File: src/rtl/cmn_fifo_unpack.sv
// cmn_fifo_unpack: pops IW-bit words from an upstream FIFO and streams them
// out as RATIO = IW/OW beats of OW bits with valid/ready handshaking.
//
// state    | meaning
// ---------|-------------------------------------------------------------
// S_EMPTY  | no word held; pops the FIFO head as soon as one is available
// S_ACTIVE | word held; beat cnt is presented on out_data
module cmn_fifo_unpack #(
  parameter int IW        = 32,
  parameter int OW        = 8,
  parameter int LSB_FIRST = 1
) (
  input  logic          clk,
  input  logic          rstn,
  input  logic          fifo_empty,
  output logic          fifo_re,
  input  logic [IW-1:0] fifo_rdata,
  input  logic          flush,
  output logic          out_valid,
  input  logic          out_ready,
  output logic [OW-1:0] out_data,
  output logic          out_last
);

  localparam int RATIO = IW / OW;
  localparam int CW    = (RATIO > 1) ? $clog2(RATIO) : 1;
  localparam logic [CW-1:0] CNT_LAST = CW'(RATIO - 1);

  typedef enum logic {
    S_EMPTY  = 1'b0,
    S_ACTIVE = 1'b1
  } state_t;

  state_t        state_q, state_d;
  logic [CW-1:0] cnt_q, cnt_d;
  logic [IW-1:0] word_q, word_d;
  logic          hs;
  logic [CW-1:0] sel;

  // State, slice counter and word register; reset clears everything so
  // a word interrupted by reset is discarded.
  always_ff @(posedge clk or negedge rstn) begin
    if (!rstn) begin
      state_q <= S_EMPTY;
      cnt_q   <= '0;
      word_q  <= '0;
    end else begin
      state_q <= state_d;
      cnt_q   <= cnt_d;
      word_q  <= word_d;
    end
  end

  // Next state: flush beats any load, a pop reloads the word (also back to
  // back on the last beat), otherwise a handshake advances the slice.
  always_comb begin
    state_d = state_q;
    cnt_d   = cnt_q;
    word_d  = word_q;
    if (flush) begin
      state_d = S_EMPTY;
      cnt_d   = '0;
    end else if (fifo_re) begin
      state_d = S_ACTIVE;
      cnt_d   = '0;
      word_d  = fifo_rdata;
    end else if (hs) begin
      if (out_last) begin
        state_d = S_EMPTY;
        cnt_d   = '0;
      end else begin
        cnt_d = cnt_q + CW'(1);
      end
    end
  end

  // Outputs: beat data/last depend only on registers; the pop strobe is
  // gated by reset so an early non-empty FIFO is never popped during reset.
  always_comb begin
    out_valid = (state_q == S_ACTIVE);
    out_last  = (cnt_q == CNT_LAST);
    hs        = out_valid && out_ready;
    fifo_re   = rstn && !flush && !fifo_empty &&
                ((state_q == S_EMPTY) || (hs && out_last));
    sel       = (LSB_FIRST != 0) ? cnt_q : (CNT_LAST - cnt_q);
    out_data  = '0;
    for (int i = 0; i < RATIO; i++) begin
      if (sel == CW'(i)) out_data = word_q[i*OW +: OW];
    end
  end

endmodule
File: config.mk
export PLATFORM = sky130hd
export DESIGN_NAME = cmn_fifo_unpack
export DESIGN_NICKNAME = d
export VERILOG_FILES = /design/src/rtl/cmn_fifo_unpack.sv
export SDC_FILE = /design/constraint.sdc
export NUM_CORES = 1
export LEC_CHECK = 0
export CORE_MARGIN = 4
export CORE_UTILIZATION = 45
export CTS_BUF_LIST = sky130_fd_sc_hd__clkbuf_4 sky130_fd_sc_hd__clkbuf_8 sky130_fd_sc_hd__clkbuf_16
export DETAILED_ROUTE_END_ITERATION = 6
export PLACE_DENSITY = 0.83
export SYNTH_ARGS = -nofsm -noshare
export SYNTH_HDL_FRONTEND = slang
export SYNTH_SLANG_ARGS = --single-unit
export TNS_END_PERCENT = 100
File: constraint.sdc
create_clock -name clk -period 5.9 [get_ports clk]
set_clock_uncertainty 0.15 [all_clocks]
set_input_delay 1.18 -clock clk [delete_from_list [all_inputs] [get_ports clk]]
set_output_delay 1.18 -clock clk [all_outputs]
set_load 0.01 [all_outputs]
Word level (Yosys, flattened, before mapping)

Cells that the tools add are included.

Bits in registers: 35
Output and inout bits: 11
Word-level logic and storage cells: 34

$add $sub $neg: 1
Equality and inequality tests: 3
Muxes and demuxes: 12
Bitwise gates (word level): 2
Reductions and logical operators: 13

Operator list:

| kind                  | count |
|---|---|
| $mux W8               | 4 |
| $mux W2               | 4 |
| $reduce_bool A3 Y1    | 2 |
| $logic_and A1 B1 Y1   | 5 |
| $eq A2 B2 Y1 const B  | 2 |
| $mux W1               | 4 |
| $reduce_and A2 Y1     | 2 |
| $add A2 B1 Y2 const B | 1 |
| $eq A2 B1 Y1 const B  | 1 |
| $logic_not A1 Y1      | 2 |
| $logic_not A2 Y1      | 1 |
| $not A1 Y1            | 2 |
| $logic_or A1 B1 Y1    | 1 |

Depth between registers and ports, before layout

Word-level depth: 6
Mapped depth: 6
Depth with buffers taken out: 5

Worst setup path after synthesis

OpenSTA, ideal clock, no wires.

Path kind: input port to output port
Start point: in fifo_empty
End point: out fifo_re
Data arrival time: 1.959 ns
Data required time: 4.570 ns
Path slack: 2.611 ns
Stages: 3
Cells stage by stage: nand2b_1 > a211oi_4 > buf_6

Word-level cells in the longest chain between the ends: 3

Ends and longest elaborated chain:

| what                              | RTL line | text |
|---|---|---|
| from (decl)                       | 15       | `input logic fifo_empty,` |
| $logic_not A1 Y1                  | 83       | `fifo_re = rstn && !flush && !fifo_empty &&` |
| $logic_and A1 B1 Y1 (2 in series) | 83       |  |
| to (decl)                         | 16       | `output logic fifo_re,` |

No other way between the ends.

Final worst setup path

Start point: in out_ready
End point: out fifo_re

Word-level cells in the longest chain between the ends: 4

Ends and longest elaborated chain:

| what                | RTL line | text |
|---|---|---|
| from (decl)         | 20       | `input logic out_ready,` |
| $logic_and A1 B1 Y1 | 82       | `hs = out_valid && out_ready;` |
| $logic_and A1 B1 Y1 | 84       | `((state_q == S_EMPTY) \|\| (hs && out_last));` |
| $logic_or A1 B1 Y1  | 84       |  |
| $logic_and A1 B1 Y1 | 83       |  |

No other way between the ends.

==> results.json <==
{
  "status": "completed",
  "antenna_found_initial": 0,
  "slowest_stage": "clkdlybuf4s50_1",
  "clockBufferDepth": 2,
  "critPathLaunchType": "primary input",
  "ys_warn_count": 0,
  "synth_commonest_cells": "dfrtp_1, mux2_4, a21oi_1",
  "cts_tree": "done",
  "area_growth_pct": 33.1,
  "numPortBuffers": 47,
  "clk_pin_slew_ns": 0.06,
  "worstSetupPathType": "primary input to output port",
  "synth.distinct_cells": 22,
  "numClockSinks": 35,
  "fin_crit_sh_pct": 67.1,
  "nets": 226,
  "routabilityCongestion": 0.804,
  "slew_violations": 0,
  "via_count": 1199,
  "drc": 0,
  "multi_input_area_sq_um": 793,
  "cts_buffers": 5,
  "rsz0062_at_grt": "no",
  "first_global_vias": 1311,
  "antenna_left": 0,
  "diodes": 0,
  "dp_hpwl_mm": 2.76,
  "die_h_um": 70.4,
  "cpMostUsedCell": "clkdlybuf4s50_1",
  "crit_chain": "clkdlybuf4s50_1 > nand2_4 > a211oi_4 > clkdlybuf4s50_1",
  "finalHoldViolCount": 0,
  "required_ns": 4.57,
  "grt_overflow": 0,
  "synth_most_common_cell": "dfrtp_1",
  "insertion_delay_ns": 0.28,
  "cp-end-kind": "output port",
  "drtIter0Drc": 53,
  "synth_top_area_cell": "dfrtp_1",
  "worst_pin_slew_ns": 0.670,
  "slew_headroom_pct": 55.3,
  "core_area_sq_um": 3720,
  "dr.pass1.iters": 4,
  "tns_ns": 0,
  "dieArea_sq_um": 4950,
  "viasPerCell": 5.15,
  "seq_area_sq_um": 876,
  "max_freq_mhz": 253,
  "maxCapViolations": 0,
  "cts_hold_buf": 0,
  "cts_setup_buffers": 0,
  "crit_arrival_ns": 2.63,
  "fill_cells": 300,
  "grtUsageTotal_pct": 16.2,
  "synth_area_per_cell_sq_um": 12.9,
  "grt_pass1_wl_mm": 6.31,
  "cts_resized": 0,
  "ir_drop_mv": 0.126,
  "start_util_pct": 47.1,
  "setup_ws_ns": 1.94,
  "cts_root_buf": "clkbuf_8",
  "grt_max_degree": 36,
  "synth_cells": 136,
  "num_rows": 22,
  "power_leakage_nw": 1.03,
  "ys_ff_latch": 35,
  "h-tree-depth": 2,
  "io_pins": 48,
  "place_ws_ns": 1.94,
  "power_density_nw_per_um2": 282,
  "period_minus_slack_ns": 3.96,
  "max_stage_delay_ns": 0.57,
  "wire_per_inst_um": 16.0,
  "ys_seq_area_share_pct": 50.0,
  "crit_path_max_fanout": 2,
  "synth_edf_count": 0,
  "synth_fp_nets": 177,
  "fp.dieW_um": 70.4,
  "yosys_most_used_dff": "dfrtp_1",
  "drive_above_1_share_pct": 19.5,
  "hp-class": "register to register",
  "synth_area_leaders": "dfrtp_1, mux2_4, mux2_1",
  "wl_mm": 3.72,
  "setup_violations": 0,
  "syn_area_sq_um": 1750,
  "synth_top_area_share_pct": 50.0,
  "async_reset_ff_share_pct": 100
}
[logic make-up after synthesis]
family                   synth area share, %
AO/OA/AOI/OAI                           11.4
adder cells (fa/ha/maj)                 2.86
buffers and inverters                   4.71
flip-flops                              50.0
multiplexers                            26.0
AND/OR/NAND/NOR                         5.00
[cell usage in the layout, fill, tap and decap left out]
master,n
a211oi_4,1
a21oi_1,13
a221oi_1,2
a22o_1,6
buf_4,2
clkbuf_8,6
clkdlybuf4s50_1,47
clkinv_2,1
dfrtp_1,35
ha_1,4
inv_1,8
mux2_1,7
mux2_2,5
mux2_4,20
mux2i_1,2
nand2_1,10
nand2_4,1
nand2b_1,1
nor2_1,1
nor2b_1,3
nor3_1,2
o21ai_0,6
o31ai_1,2
[flip-flops by register name (all words and copies together) (netlist names)]
signal     flops
out_valid      1
word_q        32
cnt_q          2
[worst max-delay path: cells and delay by family]
family                 cells  cell delay (ns)
AO/OA/AOI/OAI              1             0.27
AND/OR/NAND/NOR            1             0.08
buffers and inverters      2             1.10
[power breakdown]
group          switching [mW]  internal, mW  total (mW)  leakage [nW]
Combinational          0.0587         0.115       0.173         0.565
Clock                  0.0768        0.0914       0.168        0.0470
Sequential             0.0279         0.289       0.317         0.420
[worst paths after layout]
| kind | start | endpoint | slack (ns) | depth (start not counted) |
|---|---|---|---|---|
| min | word_q[27]$_DFFE_PN0P_ | word_q[27]$_DFFE_PN0P_ | 0.35 | 1 |
| max | out_ready | fifo_re | 1.94 | 4 |
| min reg2reg | word_q[27]$_DFFE_PN0P_ | word_q[27]$_DFFE_PN0P_ | 0.35 | 1 |
| max reg2reg | cnt_q[0]$_DFFE_PN0P_ | word_q[3]$_DFFE_PN0P_ | 3.30 | 5 |
| max in group asynchronous | rstn | word_q[22]$_DFFE_PN0P_ | 4.07 | 2 |
| min in group asynchronous | rstn | cnt_q[0]$_DFFE_PN0P_ | 1.22 | 2 |
[final cells by class]
type | count | area share [%]
Clock buffer | 6 | 3.54
Sequential cell | 35 | 37.6
Timing Repair Buffer | 49 | 20.8
Multi-Input combinational cell | 86 | 34.0
Inverter | 8 | 1.29
Tap cell | 48 | 2.58
Clock inverter | 1 | 0.215
[through the flow]
step	utilization (%)	cell area (sq um)	instances	power [mW]	hold slack, ns
final	62.8	2330	233	0.659	0.348
after global routing	62.8	2330	233	0.698	0.361
after global placement	60.4	2240	226	0.489	0.323
after detailed placement	60.4	2240	226	0.496	0.329
after floorplan	-	1750	136	0.415	0.308
after CTS	62.8	2330	233	0.668	0.343
[per-layer routing]
layer,vias up,GRT usage [%],routed length (um)
li1,575,-,-
met1,586,20.3,1620
met2,36,26.5,1850
met3,2,6.19,235
met4,0,3.40,21
met5,-,0,0
No activity file was read; power rests on OpenSTA's default activity.
